==> src/rtl/fft_cen_ctrl_p.sv <==
// Central sequencer for the radix-16 in-place FFT: external load, pipeline fill,
// NUM_STAGES butterfly passes with drain/refill, then twiddle-multiplied read-out.
//
// state    | meaning
// ---------+-----------------------------------------------------------
// INI      | idle, counters held at zero, waiting for first ext_valid
// LD_EXTD  | writing external words into SRAM, stalls on !ext_valid
// LD_EXTDF | last external word written, AGU starts
// LD_FILL  | butterfly pipeline fill, FILL_LEN cycles
// RUN      | butterfly stage, STAGE_LEN cycles (+FILL_LEN drain on last)
// WR_FIN   | pipeline drain with write-final enabled, FILL_LEN+1 cycles
// REFILL   | pipeline refill before next stage, FILL_LEN+1 cycles
// SET_OP   | result read-out, advances on out_ready
// SET_OPF  | final read-out beat, frame done
module fft_cen_ctrl_p #(
    parameter int A_WIDTH    = 9,
    parameter int LD_LAST    = 511,
    parameter int FILL_LEN   = 47,
    parameter int STAGE_LEN  = 1024,
    parameter int NUM_STAGES = 4,
    parameter int OUT_LEN    = 1025,
    parameter int C_WIDTH    = 13
) (
    input  logic               clk,
    input  logic               rst,
    input  logic               ext_valid,
    input  logic               bnd_in,
    input  logic               out_ready,
    input  logic               abort,
    output logic [3:0]         state,
    output logic [2:0]         stage_idx,
    output logic               cen_out,
    output logic               wen0_out,
    output logic               wen1_out,
    output logic               sd_sel_out,
    output logic [A_WIDTH-1:0] ext_ma_out,
    output logic               agu_en_out,
    output logic               rom_cen_out,
    output logic               rc_sel_out,
    output logic               m2_sel_out,
    output logic               wrfd_en_out,
    output logic               mul_valid_out,
    output logic               done
);

    typedef enum logic [3:0] {
        INI      = 4'd0,
        LD_EXTD  = 4'd1,
        LD_EXTDF = 4'd2,
        LD_FILL  = 4'd3,
        RUN      = 4'd4,
        WR_FIN   = 4'd5,
        REFILL   = 4'd6,
        SET_OP   = 4'd7,
        SET_OPF  = 4'd8
    } state_t;

    localparam logic [A_WIDTH-1:0] MA_LAST        = A_WIDTH'(LD_LAST);
    localparam logic [5:0]         FCNT_FILL_END  = 6'(FILL_LEN - 1);
    localparam logic [5:0]         FCNT_WAIT_END  = 6'(FILL_LEN);
    localparam logic [C_WIDTH-1:0] SCNT_STAGE_END = C_WIDTH'(STAGE_LEN - 1);
    localparam logic [C_WIDTH-1:0] SCNT_LAST_END  = C_WIDTH'(STAGE_LEN - 1 + FILL_LEN);
    localparam logic [C_WIDTH-1:0] OCNT_END       = C_WIDTH'(OUT_LEN - 1);
    localparam logic [2:0]         LAST_STAGE     = 3'(NUM_STAGES - 1);

    state_t               state_q, state_d;
    logic [A_WIDTH-1:0]   ext_ma_q, ext_ma_d;
    logic [5:0]           fcnt_q, fcnt_d;
    logic [C_WIDTH-1:0]   scnt_q, scnt_d;
    logic [C_WIDTH-1:0]   ocnt_q, ocnt_d;
    logic [2:0]           stage_q, stage_d;
    logic                 m2_sel_q;
    logic                 last_stage;
    logic                 wen0, wen1;

    assign last_stage = (stage_q == LAST_STAGE);

    always_ff @(posedge clk or posedge rst) begin
        if (rst) begin
            state_q  <= INI;
            ext_ma_q <= '0;
            fcnt_q   <= '0;
            scnt_q   <= '0;
            ocnt_q   <= '0;
            stage_q  <= '0;
            m2_sel_q <= 1'b0;
        end else begin
            state_q  <= state_d;
            ext_ma_q <= ext_ma_d;
            fcnt_q   <= fcnt_d;
            scnt_q   <= scnt_d;
            ocnt_q   <= ocnt_d;
            stage_q  <= stage_d;
            m2_sel_q <= (state_q == SET_OP);
        end
    end

    always_comb begin
        state_d  = state_q;
        ext_ma_d = ext_ma_q;
        fcnt_d   = fcnt_q;
        scnt_d   = scnt_q;
        ocnt_d   = ocnt_q;
        stage_d  = stage_q;

        case (state_q)
            INI: begin
                if (ext_valid) state_d = LD_EXTD;
            end
            LD_EXTD: begin
                if (ext_valid) begin
                    ext_ma_d = ext_ma_q + A_WIDTH'(1);
                    if (ext_ma_q == MA_LAST) state_d = LD_EXTDF;
                end
            end
            LD_EXTDF: state_d = LD_FILL;
            LD_FILL: begin
                fcnt_d = fcnt_q + 6'd1;
                if (fcnt_q >= FCNT_FILL_END) state_d = RUN;
            end
            RUN: begin
                scnt_d = scnt_q + C_WIDTH'(1);
                // the last stage keeps running to flush the pipeline before read-out
                if (last_stage) begin
                    if (scnt_q == SCNT_LAST_END) state_d = SET_OP;
                end else if (scnt_q == SCNT_STAGE_END) begin
                    state_d = WR_FIN;
                end
            end
            WR_FIN: begin
                fcnt_d = fcnt_q + 6'd1;
                if (fcnt_q >= FCNT_WAIT_END) state_d = REFILL;
            end
            REFILL: begin
                fcnt_d = fcnt_q + 6'd1;
                if (fcnt_q >= FCNT_WAIT_END) begin
                    state_d = RUN;
                    stage_d = stage_q + 3'd1;
                    scnt_d  = '0;
                end
            end
            SET_OP: begin
                if (out_ready) begin
                    ocnt_d = ocnt_q + C_WIDTH'(1);
                    if (ocnt_q == OCNT_END) state_d = SET_OPF;
                end
            end
            SET_OPF: state_d = INI;
            default: state_d = INI;
        endcase

        if (state_d != state_q) fcnt_d = '0;

        if (abort) state_d = INI;

        // counters read zero on every INI cycle, including the first one after a frame
        if (state_d == INI) begin
            ext_ma_d = '0;
            fcnt_d   = '0;
            scnt_d   = '0;
            ocnt_d   = '0;
            stage_d  = '0;
        end
    end

    always_comb begin
        wen0 = 1'b1;
        wen1 = 1'b1;
        case (state_q)
            RUN, WR_FIN: begin
                wen0 = bnd_in;
                wen1 = ~bnd_in;
            end
            LD_EXTD: begin
                wen0 = ~ext_valid;
                wen1 = ~ext_valid;
            end
            default: ;
        endcase
    end

    assign state         = state_q;
    assign stage_idx     = stage_q;
    assign ext_ma_out    = ext_ma_q;
    assign cen_out       = (state_q == INI);
    assign wen0_out      = wen0;
    assign wen1_out      = wen1;
    assign sd_sel_out    = (state_q == INI) || (state_q == LD_EXTD);
    assign agu_en_out    = (state_q == LD_EXTDF) || (state_q == LD_FILL) ||
                           (state_q == RUN) || (state_q == REFILL) ||
                           ((state_q == SET_OP) && out_ready);
    assign rom_cen_out   = (state_q == INI) || (state_q == LD_EXTD) ||
                           (state_q == SET_OP) || (state_q == SET_OPF);
    assign rc_sel_out    = (state_q == SET_OP);
    assign m2_sel_out    = m2_sel_q;
    assign wrfd_en_out   = (state_q == WR_FIN);
    // the first accepted read-out beat only primes the multiplier
    assign mul_valid_out = ((state_q == SET_OP) && out_ready && (ocnt_q != '0)) ||
                           (state_q == SET_OPF);
    assign done          = (state_q == SET_OPF);

endmodule

==> config.mk <==
export PLATFORM = sky130hd
export DESIGN_NAME = fft_cen_ctrl_p
export DESIGN_NICKNAME = d
export VERILOG_FILES = /design/src/rtl/fft_cen_ctrl_p.sv
export SDC_FILE = /design/constraint.sdc
export NUM_CORES = 1
export LEC_CHECK = 0
export ABC_AREA = 1
export BUFFER_PORTS_ARGS = -buffer_cell sky130_fd_sc_hd__buf_2
export CAP_MARGIN = 40
export CELL_PAD_IN_SITES_DETAIL_PLACEMENT = 1
export CELL_PAD_IN_SITES_GLOBAL_PLACEMENT = 1
export CORE_ASPECT_RATIO = 0.5
export CORE_MARGIN = 2
export CORE_UTILIZATION = 40
export CTS_BUF_LIST = sky130_fd_sc_hd__clkbuf_4
export DETAILED_ROUTE_END_ITERATION = 6
export PLACE_DENSITY_LB_ADDON = 0.15
export RECOVER_POWER = 100
export SKIP_CTS_REPAIR_TIMING = 1
export SYNTH_ARGS = -nofsm -noshare
export SYNTH_HDL_FRONTEND = slang
export SYNTH_SLANG_ARGS = --single-unit
==> constraint.sdc <==
create_clock -name clk -period 3.12 [get_ports clk]
set_input_delay 0.624 -clock clk [delete_from_list [all_inputs] [get_ports clk]]
set_output_delay 0.624 -clock clk [all_outputs]
set_load 0.03 [all_outputs]
==> metrics <==
Fin Setup TNS=0 ns; register area=1230 um2; first-pass GRT wire length=14300 um; Seq/Total Area, Yosys=36.6%; reg2reg end=scnt_q[12]; flop2flop setup slack=0.36 ns; DR WL/cell=15.0 um; Cell variety after synth=36; TritonCTS Buffers=5; setup violators final=0; dpl ws=0.404 ns; Ports=33; Synth Net Count=441; final worst slack=0.364 ns; CTS tree=done; outcome=finished clean; R2R depth=17; Max FO, Critical Path=33; vias in the first global route=3010; overall power=1.03 mW; placed cells=562; Critical Path End Type=register; type of origin of the critical path=register; CTS root buffer=clkbuf_4; pwr dens=291 nW/um2; sequential fraction of design power=62.2%; num rows=23; # diodes=0; register bit count reported by yosys=49; remaining antenna violation count=0; DR DRC count=0; mean cell area of the mapped netlist=7.88 um2; routability-driven placement congestion ratio=0.813; clock buffer depth=2; IO Port Bufs=32; CTS clk-pin slew, worst paths=0.15 ns; hold slack=0.449 ns; Final Max Tran Viols=0; max-cap violations=0; Nets=473; DRT iter0 DRCs=116; Clock Sinks=49; Die Span Y=68.7 um; fin crit share=88.3%; Initial Util=41.6%; Psw=295 uW; Pleak=1.71 nW; Placement Cell Area=3570 um2; Worst Hold Class=input pin to async pin; Core Area=8060 um2; post-layout util=43.9%; share of layout cells above drive strength 1=15.8%; Worst Skew=0.0157 ns; initial antenna violation count=0; crit path time final=2.76 ns; design area=3540 um2; Die X=133 um; Final Hold Fails=0; unrepaired setup endpoints after global routing=no; total number of yosys warnings=0; final WL=8540 um; grt total ovfl=0; Critical Path AT=3.03 ns; die area=9160 um2; GR Util All Layers=20.2%; vias per cell=5.01; router iterations before antenna repair=4; Final HPWL DP=6540 um; fillers=1061; DR vias=2843; CP required=3.39 ns; # H-tree levels=2; Int Power=734 uW; combinational share of power=9.2%; multi-input logic area=1760 um2; Non-Filler Instances=568; Worst-Skew Late Latency=0.39 ns; Netlist Area Pre-Place=3350 um2; Worst-Margin Slew=1.49 ns; kind of critical path=register to register; largest net degree at the start of global routing=34; CP Capture Point=scnt_q[12]; Area Growth Syn to Fin=5.75%; Fmax=363 MHz; Worst VDD drop=0.000133 V; reg-to-reg startpoint=ext_ma_out[0]; Critical path origin=ext_ma_out[0]; clock power share=28.6%; Sw Ratio=28.7%; Post-Syn Instances=425; Rel. slew slack=0.843%
[Yosys cell counts (all sizes together)]
library cell	n	area share (%)
a21oi	10	1.7
a31oi	1	0.19
and2	1	0.19
and3	2	0.41
buf	8	2.5
clkinv	1	0.26
dfrtp	49	37
ha	10	3.7
inv	62	7.0
nand2	107	14
nand3	40	7.1
nand3b	2	0.45
nand4	19	3.5
nor2	60	11
nor3	11	2.2
nor3b	4	1.3
nor4	1	0.19
o21ai	15	2.2
o21bai	1	0.22
xnor2	3	0.78
xor2	18	4.7
[layout make-up]
class                   instances  share of cell area, %
flip-flops and latches         49                   34.6
repair buffers                 33                   3.75
inverters                      63                   6.78
multi-input cells             305                   49.7
well taps                     112                   3.96
clock inverters                 1                  0.141
clock buffers                   5                   1.06
[power groups by stage]
stage	Combinational, mW	Clock [mW]	Sequential (mW)
after global routing	0.106	0.330	0.640
after global placement	0.0960	0	0.651
after floorplan	0.0821	0	0.654
final	0.0947	0.294	0.640
after CTS	0.100	0.309	0.640
after detailed placement	0.0998	0	0.652
[state kept, by name, summed over array words and instances, names as in the netlist]
register,count
fcnt_q,6
m2_sel_out,1
state,4
scnt_q,13
ext_ma_out,9
ocnt_q,13
stage_idx,3
[how the worst min path moves through the flow]
stage            startpoint      endpoint  slack (ns)
6_report                rst     fcnt_q[0]        0.45
5_1_grt               abort      state[2]        0.44
4_1_cts                 rst     fcnt_q[0]        0.26
3_5_place_dp   stage_idx[2]  stage_idx[2]        0.54
3_3_place_gp   stage_idx[1]  stage_idx[1]        0.52
2_1_floorplan     scnt_q[7]     scnt_q[7]        0.51
[layout by cell type (no fill, tap or decap), drive strengths merged]
master	count
nand2	107
inv	62
nor2	60
dfrtp	49
nand3	40
clkbuf	31
nand4	19
xor2	18
o21ai	15
nor3	11
ha	10
a21oi	10
buf	7
nor3b	4
xnor2	3
nand3b	2
and3	2
clkinvlp	1
and2	1
a31oi	1
nor4	1
o21bai	1
clkinv	1
[worst max-delay path: stages, from the launching register on]
cell and delay [ns]:
dfrtp_1 0.43, ha_1 0.19, inv_1 0.06, nor2_1 0.15, nand3_1 0.12, nor2_1 0.14
ha_1 0.16, nand2_1 0.05, inv_1 0.06, o21ai_0 0.09, inv_1 0.06, nand2_1 0.06
nor2_2 0.13, nand2_2 0.10, nand2_2 0.11, nand3_4 0.32, nand3_2 0.28, o21ai_0 0.11
[metal layers]
metal	global-route usage, %	wire, um
met1	23.6	3980
met2	39.6	4270
met3	3.87	208
met4	4.79	74
met5	0	0
[logic make-up (layout without fill, tap and decap cells)]
group / count (synthesis) / in the layout / share of synthesized area (%)
adder cells (fa/ha/maj): 10 / 10 / 3.74
AO/OA/AOI/OAI: 27 / 27 / 4.37
flip-flops: 49 / 49 / 36.6
buffers and inverters: 71 / 102 / 9.75
AND/OR/NAND/NOR: 247 / 247 / 40.0
XOR/XNOR: 21 / 21 / 5.49
Power figures use the tool's default switching activity.
